--- src/rtl/seq_pkg.sv ---
// Shared types and widths for the hex adder operand sequencer.
package seq_pkg;

    typedef enum logic [1:0] {
        ST_ENTER_A = 2'b00,
        ST_ENTER_B = 2'b01,
        ST_CALC    = 2'b10,
        ST_SHOW    = 2'b11
    } seq_state_t;

    localparam int DEFAULT_DIGITS = 3;
    localparam int SEQ_W          = 4 * DEFAULT_DIGITS;
    localparam int SEQ_SUM_W      = SEQ_W + 1;

endpackage

--- src/rtl/module_digit_shift_reg.sv ---
// Nibble shift register with a saturating digit counter for one operand.
// clr together with shift restarts the operand with din[3:0] as its only digit.
module module_digit_shift_reg
    import seq_pkg::*;
#(
    parameter int DIGITS = DEFAULT_DIGITS,
    parameter int CNT_W  = 2,
    localparam int W     = 4 * DIGITS
) (
    input  logic             clk,
    input  logic             rst,
    input  logic             load,
    input  logic             shift,
    input  logic             clr,
    input  logic [W-1:0]     din,
    output logic [W-1:0]     q,
    output logic [CNT_W-1:0] cnt
);

    logic [W-1:0]     q_q;
    logic [CNT_W-1:0] cnt_q;

    // Operand value and digit count; load takes a whole word and counts as zero digits.
    always_ff @(posedge clk) begin
        if (rst) begin
            q_q   <= '0;
            cnt_q <= '0;
        end else if (load) begin
            q_q   <= din;
            cnt_q <= '0;
        end else if (clr) begin
            if (shift) begin
                q_q   <= {{(W-4){1'b0}}, din[3:0]};
                cnt_q <= {{(CNT_W-1){1'b0}}, 1'b1};
            end else begin
                q_q   <= '0;
                cnt_q <= '0;
            end
        end else if (shift && (cnt_q < CNT_W'(DIGITS))) begin
            q_q   <= {q_q[W-5:0], din[3:0]};
            cnt_q <= cnt_q + {{(CNT_W-1){1'b0}}, 1'b1};
        end else begin
            q_q   <= q_q;
            cnt_q <= cnt_q;
        end
    end

    assign q   = q_q;
    assign cnt = cnt_q;

endmodule

--- src/rtl/module_operand_sequencer.sv ---
// Operand entry / start-done handshake / result latch for the 12-bit hex adder.
// Optional SEQ_AUTO_ENTER_EN: the last digit of an operand implies enter.
module module_operand_sequencer
    import seq_pkg::*;
#(
    parameter int DIGITS = DEFAULT_DIGITS,
    parameter int CNT_W  = 2,
    localparam int W     = 4 * DIGITS
) (
    input  logic             clk,
    input  logic             rst,
    input  logic             digit_valid,
    input  logic [3:0]       digit,
    input  logic             enter,
    input  logic             clear,
    input  logic             calc_done,
    input  logic [W:0]       sum_in,
    output logic [W-1:0]     op_a,
    output logic [W-1:0]     op_b,
    output logic             calc_start,
    output logic [W:0]       result,
    output logic             result_valid,
    output logic [W:0]       display_value,
    output logic [CNT_W-1:0] digit_cnt,
    output logic [1:0]       state
);

    seq_state_t       state_q, state_d;
    logic [W:0]       result_q, result_d;
    logic             rv_q, rv_d;
    logic             start_q, start_d;
    logic [CNT_W-1:0] digit_cnt_q, digit_cnt_d;

    logic             a_load_s, a_shift_s, a_clr_s, b_shift_s, b_clr_s;
    logic [W-1:0]     a_din_s, b_din_s;
    logic [CNT_W-1:0] cnt_a_s, cnt_b_s, cur_cnt_s, cnt_inc_s;
    logic             digit_accept_s;

    module_digit_shift_reg #(.DIGITS(DIGITS), .CNT_W(CNT_W)) u_op_a (
        .clk(clk), .rst(rst), .load(a_load_s), .shift(a_shift_s), .clr(a_clr_s),
        .din(a_din_s), .q(op_a), .cnt(cnt_a_s)
    );

    module_digit_shift_reg #(.DIGITS(DIGITS), .CNT_W(CNT_W)) u_op_b (
        .clk(clk), .rst(rst), .load(1'b0), .shift(b_shift_s), .clr(b_clr_s),
        .din(b_din_s), .q(op_b), .cnt(cnt_b_s)
    );

    assign cur_cnt_s      = (state_q == ST_ENTER_A) ? cnt_a_s : cnt_b_s;
    assign cnt_inc_s      = cur_cnt_s + {{(CNT_W-1){1'b0}}, 1'b1};
    assign digit_accept_s = digit_valid && (cur_cnt_s < CNT_W'(DIGITS));
    assign b_din_s        = {{(W-4){1'b0}}, digit};

`ifdef SEQ_AUTO_ENTER_EN
    logic last_digit_s;
    assign last_digit_s = (cur_cnt_s == CNT_W'(DIGITS - 1));
`endif

    // Next-state decode; priority is clear > enter > digit_valid.
    always_comb begin
        state_d     = state_q;
        result_d    = result_q;
        rv_d        = rv_q;
        start_d     = 1'b0;
        digit_cnt_d = digit_cnt_q;
        a_load_s    = 1'b0;
        a_shift_s   = 1'b0;
        a_clr_s     = 1'b0;
        b_shift_s   = 1'b0;
        b_clr_s     = 1'b0;
        a_din_s     = {{(W-4){1'b0}}, digit};
        if (clear) begin
            a_clr_s     = 1'b1;
            b_clr_s     = 1'b1;
            state_d     = ST_ENTER_A;
            result_d    = '0;
            rv_d        = 1'b0;
            digit_cnt_d = '0;
        end else begin
            case (state_q)
                ST_ENTER_A: begin
                    if (enter) begin
                        b_clr_s     = 1'b1;
                        state_d     = ST_ENTER_B;
                        digit_cnt_d = '0;
                    end else if (digit_accept_s) begin
                        a_shift_s   = 1'b1;
                        digit_cnt_d = cnt_inc_s;
`ifdef SEQ_AUTO_ENTER_EN
                        if (last_digit_s) begin
                            b_clr_s     = 1'b1;
                            state_d     = ST_ENTER_B;
                            digit_cnt_d = '0;
                        end else begin
                            b_clr_s     = 1'b0;
                        end
`endif
                    end else begin
                        a_shift_s = 1'b0;
                    end
                end
                ST_ENTER_B: begin
                    if (enter) begin
                        state_d = ST_CALC;
                        start_d = 1'b1;
                    end else if (digit_accept_s) begin
                        b_shift_s   = 1'b1;
                        digit_cnt_d = cnt_inc_s;
`ifdef SEQ_AUTO_ENTER_EN
                        if (last_digit_s) begin
                            state_d = ST_CALC;
                            start_d = 1'b1;
                        end else begin
                            start_d = 1'b0;
                        end
`endif
                    end else begin
                        b_shift_s = 1'b0;
                    end
                end
                ST_CALC: begin
                    if (calc_done) begin
                        result_d = sum_in;
                        rv_d     = 1'b1;
                        state_d  = ST_SHOW;
                    end else begin
                        rv_d     = rv_q;
                    end
                end
                ST_SHOW: begin
                    if (enter) begin
                        // Chain: the carry bit is dropped when the sum becomes operand A.
                        a_load_s    = 1'b1;
                        a_din_s     = result_q[W-1:0];
                        b_clr_s     = 1'b1;
                        digit_cnt_d = '0;
                        rv_d        = 1'b0;
                        state_d     = ST_ENTER_B;
                    end else if (digit_valid) begin
                        a_clr_s     = 1'b1;
                        a_shift_s   = 1'b1;
                        b_clr_s     = 1'b1;
                        digit_cnt_d = {{(CNT_W-1){1'b0}}, 1'b1};
                        rv_d        = 1'b0;
                        state_d     = ST_ENTER_A;
                    end else begin
                        rv_d        = rv_q;
                    end
                end
                default: begin
                    state_d = ST_ENTER_A;
                end
            endcase
        end
    end

    // Control registers; synchronous reset wins over everything.
    always_ff @(posedge clk) begin
        if (rst) begin
            state_q     <= ST_ENTER_A;
            result_q    <= '0;
            rv_q        <= 1'b0;
            start_q     <= 1'b0;
            digit_cnt_q <= '0;
        end else begin
            state_q     <= state_d;
            result_q    <= result_d;
            rv_q        <= rv_d;
            start_q     <= start_d;
            digit_cnt_q <= digit_cnt_d;
        end
    end

    // Display source follows the operand currently being edited or the latched sum.
    always_comb begin
        display_value = {1'b0, op_a};
        case (state_q)
            ST_ENTER_A: display_value = {1'b0, op_a};
            ST_ENTER_B: display_value = {1'b0, op_b};
            ST_CALC:    display_value = {1'b0, op_b};
            ST_SHOW:    display_value = result_q;
            default:    display_value = {1'b0, op_a};
        endcase
    end

    assign calc_start   = start_q;
    assign result       = result_q;
    assign result_valid = rv_q;
    assign digit_cnt    = digit_cnt_q;
    assign state        = state_q;

endmodule

--- config.mk ---
export PLATFORM = sky130hd
export DESIGN_NAME = module_operand_sequencer
export DESIGN_NICKNAME = d
export VERILOG_FILES = /design/src/rtl/seq_pkg.sv /design/src/rtl/module_digit_shift_reg.sv /design/src/rtl/module_operand_sequencer.sv
export SDC_FILE = /design/constraint.sdc
export NUM_CORES = 1
export LEC_CHECK = 0
export CORE_ASPECT_RATIO = 0.8
export CORE_MARGIN = 10
export CORE_UTILIZATION = 40
export DETAILED_ROUTE_END_ITERATION = 16
export PLACE_DENSITY_LB_ADDON = 0.2
export SYNTH_ARGS = -nofsm -noshare
export SYNTH_HDL_FRONTEND = slang
export SYNTH_SLANG_ARGS = --single-unit
--- constraint.sdc ---
create_clock -name clk -period 2.9 [get_ports clk]
set_input_delay 0.725 -clock clk [delete_from_list [all_inputs] [get_ports clk]]
set_output_delay 0.725 -clock clk [all_outputs]
set_load 0.005 [all_outputs]
==> flow_summary.json, run 1 <==
{
  "reg2reg_depth": 9,
  "portBuffers": 78,
  "die-area_mm2": 0.00960,
  "crit_end": "display_value[1]",
  "num_io_pins": 79,
  "critPathArrivalTime_ps": 1990,
  "maxCapViolations": 0,
  "min_period_over_period": 0.937,
  "drive_gt1_frac": 0.0937,
  "finalHoldViolations": 0,
  "clk_latency_ps": 300,
  "dp.final_hpwl_mm": 6.05,
  "root_buffer": "clkbuf_8",
  "fin_setup_tns_ps": 0,
  "cts_tree": "yes",
  "core_mm2": 0.00588,
  "start_util": 0.412,
  "synth_edf_count": 0,
  "synth_top_area_cell": "dfxtp_1",
  "worstSetupPathType": "register to output pin",
  "via_per_inst": 5.37,
  "cellPowerDensity_mw_per_mm2": 388,
  "r2r-end": "u_op_b.q[8]",
  "die_w_um": 107,
  "holdCritPathClass": "register to register",
  "critPathLaunchType": "register",
  "peakVddDrop_mv": 0.235,
  "ys_types": 51,
  "post_drt_wl_per_cell_um": 17.4,
  "ys.flop_type": "dfxtp_1",
  "antenna_left": 0,
  "yosysMostFrequentCell": "dfxtp_1",
  "tightest_slew_ps": 708,
  "yosysWarnings": 0,
  "grt_max_degree": 25,
  "antenna_found_initial": 0,
  "setup_viol": 0,
  "synth_top_area_share": 0.388,
  "cts.sinks": 47,
  "syn_area_mm2": 0.00242,
  "ff2ff_setup_slack_ps": 520,
  "clk_pin_slew_ps": 90,
  "gp_congestion": 0.800,
  "reg2reg_from": "state[0]",
  "synth_area_per_cell_um2": 8.48,
  "grt_pass1_vias": 2351,
  "drt-total-wl_mm": 7.75,
  "cts_buffer_depth": 2,
  "drc_errors": 0,
  "diodes": 0,
  "synth_nets": 316,
  "area.growth.synth_to_final_pct": 39.6,
  "leakagePower_uw": 0.00119,
  "cp-startpoint": "state[0]",
  "num_vias": 2385,
  "fin_crit_ps": 2720,
  "drt_iter0_drc": 181,
  "synth_common_cells": "dfxtp_1 (47), nand2_1 (44), a21oi_1 (23)",
  "fin_nets": 392,
  "grt_first_pass_wirelength_mm": 12.3,
  "cts_made_buffers": 5,
  "h-tree-depth": 2,
  "yosys_register_bits": 47,
  "syn_inst": 286,
  "die_h_um": 89.6,
  "hp-start": "result[12]",
  "slew_headroom": 0.528,
  "cp.required_ps": 2170,
  "drtPass1Iterations": 5,
  "status": "finished clean",
  "end_kind": "output pin",
  "async_flop_share": 0,
  "clock-skew-final_ps": 7.21,
  "dp_cells": 436,
  "yosysSeqAreaShare": 0.388,
  "gr-total-overflow": 0,
  "rsz0062_at_grt": "no",
  "ys_top_cells_by_area": "dfxtp_1 (39%), a22oi_1 (6.8%), nand2_1 (6.8%), a21oi_1 (4.7%), mux2i_1 (4.1%)",
  "grt_usage": 0.158,
  "final_cells": 444,
  "cp_max_fo": 17,
  "fmax_ghz": 0.368,
  "drv_slew": 0,
  "rows": 25
}
[repair_timing]
action                                  4_1_cts  5_1_grt
buffers inserted                              0        0
pin swaps                                     0        0
gates resized for setup                       1        2
cloned                                        0        0
hold buffers                                  0        0
endpoints found under the setup margin       11        8
[metal layers]
layer  global-route usage  routed length [um]  vias up
met5                    0                   0        -
met4               0.0319                  57        0
met3               0.0535                 630        4
met2                0.236                3340       83
met1                0.216                3720     1111
li1                     -                   -     1187
[sequential cells by signal, indices dropped and copies added (netlist names)]
signal	flops
calc_start	1
digit_cnt	2
result	13
result_valid	1
state	2
u_op_a.cnt	2
u_op_a.q	12
u_op_b.cnt	2
u_op_b.q	12
[critical path, stage by stage, from the launching register on]
cell and delay, ps:
dfxtp_1 330, buf_4 140, ha_1 200, buf_6 190, a22oi_1 80, o21ai_0 200, clkdlybuf4s50_1 550
[through the flow]
stage          hold WS [ps]  instance area, um2  setup WS (ps)   util  power [uW]
5_1_grt                 516                3380           29.8  0.576        1370
6_report                478                3380            184  0.576        1310
3_5_place_dp            463                3280            253  0.558         928
3_3_place_gp            464                3280            295  0.558         926
2_1_floorplan           461                2420            674      -         808
4_1_cts                 479                3370           66.0  0.573        1320
[layout by cell type (no fill, tap or decap), types with 2 or more instances in the layout]
master,Yosys,final
and3_1,2,2
o31ai_1,2,2
ha_1,7,6
and2_1,2,2
mux2i_1,10,10
a21oi_1,23,23
dfxtp_1,47,47
o21bai_1,4,4
nand2_1,44,44
nand3_1,2,2
nor2_1,16,16
a21o_1,4,4
clkbuf_8,0,5
nand2_2,2,2
o221ai_1,2,2
a21boi_0,2,2
nor3_1,10,10
clkdlybuf4s50_1,0,78
o21ai_0,14,14
buf_4,3,10
clkinvlp_4,0,2
nor2b_1,2,2
mux2_2,2,2
a22o_1,4,4
a22oi_1,22,22
nor3b_1,2,2
inv_1,4,4
a211oi_1,11,11
nand2b_1,4,4
a21oi_2,2,2
[logic make-up (layout without fill, tap and decap cells)]
family,after synthesis,after routing,share of synthesized area
mux,12,12,0.0506
simple gates,96,96,0.188
compound gates,99,99,0.282
flops,47,47,0.388
xor+xnor,1,1,0.00361
fa+ha+maj,7,7,0.0361
buf+inv,24,101,0.0516
[worst min-delay path by stage]
stage,end,slack (ps),depth (start not counted)
after detailed placement,result[12],460,2
after global placement,result[12],460,2
after global routing,result[12],520,2
after CTS,result[12],480,2
after floorplan,result[12],460,2
final,result[12],480,2
[final cells by class]
class | count | area (um2)
clock buffers | 5 | 68.8
clock inverters | 3 | 20.0
fillers | 571 | 2500
inverters | 4 | 15.0
multi-input cells | 215 | 1370
flip-flops and latches | 47 | 941
well taps | 81 | 101
repair buffers | 89 | 867
[power breakdown]
group | internal, uW | switching (uW)
registers | 661 | 15.0
clock network | 168 | 226
logic | 127 | 116
total | 956 | 356
Power figures use the tool's default switching activity.
==> inputs of run 2 (changes only) <==
--- a/config.mk
+++ b/config.mk
@@ -8,8 +8,10 @@
 export CORE_ASPECT_RATIO = 0.8
 export CORE_MARGIN = 10
 export CORE_UTILIZATION = 40
+export CTS_CLUSTER_DIAMETER = 80
 export DETAILED_ROUTE_END_ITERATION = 16
 export PLACE_DENSITY_LB_ADDON = 0.2
 export SYNTH_ARGS = -nofsm -noshare
 export SYNTH_HDL_FRONTEND = slang
+export SYNTH_HIERARCHICAL = 1
 export SYNTH_SLANG_ARGS = --single-unit
==> constraint.sdc (replaced) <==
create_clock -name clk -period 2.8 [get_ports clk]
set_input_delay 0.7 -clock clk [delete_from_list [all_inputs] [get_ports clk]]
set_output_delay 0.7 -clock clk [all_outputs]
set_load 0.005 [all_outputs]
==> flow_summary.json, run 2 <==
{
  "fmax_ghz": 0.373,
  "gr-total-overflow": 0,
  "synth_area_per_cell_um2": 8.41,
  "ys.flop_type": "dfxtp_1",
  "diodes": 0,
  "synth_fa_ha_area_frac": 0.0352,
  "leakagePower_uw": 0.00137,
  "fin_crit_ps": 2680,
  "cp-startpoint": "state[1]",
  "cellPowerDensity_mw_per_mm2": 390,
  "yosysWarnings": 6,
  "synth_top_family_by_area": "compound AO/OA/AOI/OAI gates",
  "grt_max_degree": 28,
  "synth_common_cells": "nand2_1 (58), dfxtp_1 (47), o21ai_0 (25)",
  "drtPass1Iterations": 4,
  "dp.final_hpwl_mm": 5.86,
  "grt_usage": 0.156,
  "cp.required_ps": 2100,
  "cts.sinks": 47,
  "clk_pin_slew_ps": 80,
  "fillers": 544,
  "synthMuxAreaShare": 0.105,
  "die_h_um": 90.6,
  "synth_top_area_share": 0.378,
  "grt_first_pass_wirelength_mm": 12.3,
  "root_buffer": "clkbuf_8",
  "ys_top_cells_by_area": "dfxtp_1 (38%), nand2_1 (8.7%), mux2i_1 (7.6%), o21ai_0 (5.0%), a21oi_1 (4.2%)",
  "synth_xor_area_frac": 0,
  "tightest_slew_ps": 544,
  "post-route-util": 0.595,
  "h-tree-depth": 2,
  "clock-skew-final_ps": 3.32,
  "hp-start": "result[12]",
  "place_ws_ps": 20.5,
  "yosys_register_bits": 47,
  "final_common_cell": "clkdlybuf4s50_1",
  "num_io_pins": 79,
  "synth_top_area_cell": "dfxtp_1",
  "synth_edf_count": 0,
  "antenna_left": 0,
  "final_cell_mix": "clkdlybuf4s50_1 (78), nand2_1 (58), dfxtp_1 (45), o21ai_0 (25), a21oi_1 (21)",
  "grt_pass1_vias": 2371,
  "yosysSeqAreaShare": 0.378,
  "antenna_found_initial": 0,
  "syn_area_mm2": 0.00249,
  "drive_gt1_frac": 0.108,
  "rows": 25,
  "cts_made_buffers": 5,
  "num_vias": 2352,
  "async_flop_share": 0,
  "die_w_um": 108,
  "min_period_over_period": 0.958,
  "die-area_mm2": 0.00980,
  "end_kind": "output pin",
  "gp_congestion": 0.854,
  "ys_types": 41,
  "ff2ff_setup_slack_ps": 210,
  "fin_ws_ps": 118,
  "fin_total_pwr_uw": 1390,
  "via_per_inst": 5.00,
  "cts_hold_buf": 0,
  "clk_latency_ps": 300,
  "syn_inst": 296,
  "critPathLaunchType": "register",
  "post_drt_wl_per_cell_um": 16.3,
  "cts_buffer_depth": 2,
  "start_util": 0.417,
  "yosysMostFrequentCell": "nand2_1",
  "peakVddDrop_mv": 0.204,
  "critPathArrivalTime_ps": 1980,
  "maxCapViolations": 0,
  "drc_errors": 0,
  "portBuffers": 78,
  "slew_headroom": 0.636,
  "reg2reg_from": "state[0]",
  "area.growth.synth_to_final_pct": 42.8,
  "core_mm2": 0.00597,
  "largest_reg_flops": 13,
  "drv_slew": 0,
  "holdCritPathClass": "register to register",
  "finalHoldViolations": 0,
  "synthSimpleGateAreaFrac": 0.204,
  "status": "finished clean",
  "cp_max_fo": 7,
  "setup_viol": 0,
  "worstSetupPathType": "register to output pin",
  "synth-compound-area-share": 0.221,
  "drt_iter0_drc": 127,
  "fin_nets": 419,
  "drt-total-wl_mm": 7.65,
  "cts_tree": "yes"
}
## run 2: power by group
group | total [uW] | internal (uW) | switching, uW
clock network | 482 | 262 | 220
registers | 699 | 682 | 16.9
logic | 204 | 111 | 92.8
total | 1390 | 1060 | 330
## run 2: path summary, 6_finish.rpt
check,endpoint,cells after the start
max,display_value[4],6
min,result[12],2
max reg2reg,u_op_b/q[0],9
min reg2reg,result[12],2
## run 2: cell type report
type	count	area [um2]	share of cell area
tap	81	101	0.0285
clock buffer	6	72.6	0.0204
clock inverter	1	30.0	0.00845
inverter	5	18.8	0.00528
timing repair buffer	93	910	0.256
sequential	47	943	0.265
multi-input combinational	237	1480	0.416
## run 2: what timing repair did
action                     in CTS  in global routing
setup endpoints to repair      12                 26
resized for setup               3                  5
buffers inserted                1                  2
pin swaps                       1                  1
## run 2: cells by family after synthesis
| logic type | count (synthesis) |
|---|---|
| flip-flops | 47 |
| AND/OR/NAND/NOR | 104 |
| AO/OA/AOI/OAI | 88 |
| buffers and inverters | 24 |
| multiplexers | 25 |
| other | 1 |
| adder cells (fa/ha/maj) | 7 |
## run 2: metrics by stage
stage	setup TNS [ps]	area (um2)	hold WS, ps	std cells
after CTS	0	3510	487	468
after floorplan	0	2530	461	308
after global placement	0	3390	459	460
after global routing	-0.481	3550	528	470
final	0	3550	483	470
after detailed placement	0	3390	470	460
## run 2: critical path, stage by stage (launching register included)
cell	delay, ps
dfxtp_2	370
inv_1	110
ha_4	300
buf_4	160
a22oi_1	70
o21ai_0	150
clkdlybuf4s50_1	520
## run 2: layer usage
| layer | share of wire | global-route usage | routed length [um] | vias up |
|---|---|---|---|---|
| li1 | - | - | - | 1200 |
| met1 | 0.45 | 0.200 | 3480 | 1069 |
| met2 | 0.43 | 0.231 | 3310 | 76 |
| met3 | 0.10 | 0.0642 | 787 | 7 |
| met4 | 0.010 | 0.0433 | 77 | 0 |
| met5 | 0 | 0 | 0 | - |
==> inputs of run 3 (changes only) <==
--- a/config.mk
+++ b/config.mk
@@ -5,10 +5,10 @@
 export SDC_FILE = /design/constraint.sdc
 export NUM_CORES = 1
 export LEC_CHECK = 0
-export CORE_ASPECT_RATIO = 0.8
 export CORE_MARGIN = 10
 export CORE_UTILIZATION = 40
 export CTS_CLUSTER_DIAMETER = 80
+export CTS_CLUSTER_SIZE = 10
 export DETAILED_ROUTE_END_ITERATION = 16
 export PLACE_DENSITY_LB_ADDON = 0.2
 export SYNTH_ARGS = -nofsm -noshare
==> flow_summary.json, run 3 (synthesis gave the netlist of run 2 again) <==
{
  "critPathMaxStageDelay_ps": 550,
  "clk_pin_slew_ps": 90,
  "cp.buffers_inverters": 2,
  "reg2reg_from": "state[0]",
  "via_per_inst": 5.08,
  "drive_gt1_frac": 0.103,
  "finalHoldViolations": 0,
  "gr-total-overflow": 0,
  "fmax_ghz": 0.371,
  "largest_reg_flops": 13,
  "r2r-end": "u_op_a/q[4]",
  "clock-skew-final_ps": 6.41,
  "reg2reg_depth": 11,
  "fin_nets": 418,
  "tightest_slew_ps": 619,
  "setup_viol": 0,
  "end_kind": "output pin",
  "critPathArrivalTime_ps": 2000,
  "grt_first_pass_wirelength_mm": 12.2,
  "post_drt_wl_per_cell_um": 16.3,
  "drc_errors": 0,
  "worstSetupPathType": "register to output pin",
  "fin_setup_tns_ps": 0,
  "cp-startpoint": "state[0]",
  "ff2ff_setup_slack_ps": 240,
  "place_area_mm2": 0.00340,
  "cp_max_fo": 16,
  "start_util": 0.415,
  "final_cell_mix": "clkdlybuf4s50_1 (78), nand2_1 (58), dfxtp_1 (46), o21ai_0 (25), a21oi_1 (21)",
  "drv_slew": 0,
  "dp.final_hpwl_mm": 5.79,
  "grt_usage": 0.149,
  "antenna_left": 0,
  "h-tree-depth": 2,
  "path_cells": "inv_1 > ha_4 > a22oi_1 > o21ai_0 > clkdlybuf4s50_1",
  "maxCapViolations": 0,
  "drtPass1Iterations": 4,
  "min_period_over_period": 0.963,
  "cts_made_buffers": 5,
  "final_common_cell": "clkdlybuf4s50_1",
  "die_h_um": 98.9,
  "rows": 28,
  "core_mm2": 0.00599,
  "fillers": 555,
  "die_w_um": 98.9,
  "cts_buffer_depth": 2,
  "grt_max_degree": 28,
  "cts_tree": "yes",
  "num_io_pins": 79,
  "portBuffers": 78,
  "rsz0062_at_grt": "no",
  "leakagePower_uw": 0.00136,
  "cp.required_ps": 2100,
  "diodes": 0,
  "drt-total-wl_mm": 7.56,
  "critPathLaunchType": "register",
  "slowest_stage": "clkdlybuf4s50_1",
  "num_vias": 2354,
  "status": "finished clean",
  "clk_latency_ps": 300,
  "cellPowerDensity_mw_per_mm2": 393,
  "critPathTopFamily": "buffers and inverters",
  "crit_end": "display_value[4]",
  "finalInstanceArea_mm2": 0.00352,
  "fin_total_pwr_uw": 1380,
  "die-area_mm2": 0.00978,
  "gp_congestion": 0.813,
  "drt_iter0_drc": 160,
  "cts.sinks": 47,
  "slew_headroom": 0.585,
  "grt_pass1_vias": 2346,
  "worst-path-stages": 5,
  "root_buffer": "clkbuf_8",
  "area.growth.synth_to_final_pct": 41.5,
  "holdCritPathClass": "register to register",
  "peakVddDrop_mv": 0.258,
  "fin_crit_ps": 2700,
  "antenna_found_initial": 0
}
[run 3: layout make-up]
cell class                      instances  area, um2  area share
Timing Repair Buffer                   92        890       0.253
Inverter                                5       18.8     0.00533
Tap cell                               75       93.8      0.0266
Clock buffer                            5       68.8      0.0195
Clock inverter                          2       37.5      0.0107
Multi-Input combinational cell        237       1470       0.418
Sequential cell                        47        942       0.267
[run 3: worst min-delay path by stage]
stage,start,endpoint,slack [ps],cells past startpoint
global placement,result[12],result[12],450,2
CTS,result[12],result[12],470,2
finish,result[12],result[12],470,2
detailed placement,result[12],result[12],460,2
floorplan,result[12],result[12],460,2
global route,result[12],result[12],500,2
[run 3: where the power goes]
| part | switching, uW | total (uW) | internal [uW] |
|---|---|---|---|
| sequential | 16.1 | 698 | 682 |
| clock | 229 | 490 | 261 |
| combinational | 90.4 | 196 | 105 |
| total | 336 | 1380 | 1050 |
[run 3: repair_timing]
action	4_1_cts	5_1_grt
resized for setup	3	2
buffers inserted	0	0
setup endpoints to repair	12	10
hold endpoints to repair	0	0
hold buffers	0	0
[run 3: worst reg2reg max path, delay by kind of cell, from the launching register on]
| kind | cells | cell delay [ps] |
|---|---|---|
| adder cells (fa/ha/maj) | 2 | 420 |
| multiplexers | 2 | 500 |
| AO/OA/AOI/OAI | 2 | 160 |
| buffers and inverters | 3 | 420 |
| AND/OR/NAND/NOR | 2 | 590 |
| flip-flops | 1 | 340 |
[run 3: per-layer routing]
metal / vias to the layer above / global-route usage / routed length, um
li1: 1195 / - / -
met1: 1083 / 0.185 / 3470
met2: 71 / 0.234 / 3320
met3: 5 / 0.0642 / 731
met4: 0 / 0.0298 / 40
met5: - / 0 / 0
[run 3: stage by stage]
step | hold slack (ps) | setup WS [ps] | instances | utilization
floorplan | 461 | 281 | 308 | -
detailed placement | 459 | 49.8 | 456 | 0.567
finish | 473 | 104 | 463 | 0.588
CTS | 474 | 15.5 | 463 | 0.587
global route | 500 | 1.66 | 463 | 0.588
global placement | 451 | 81.7 | 456 | 0.567
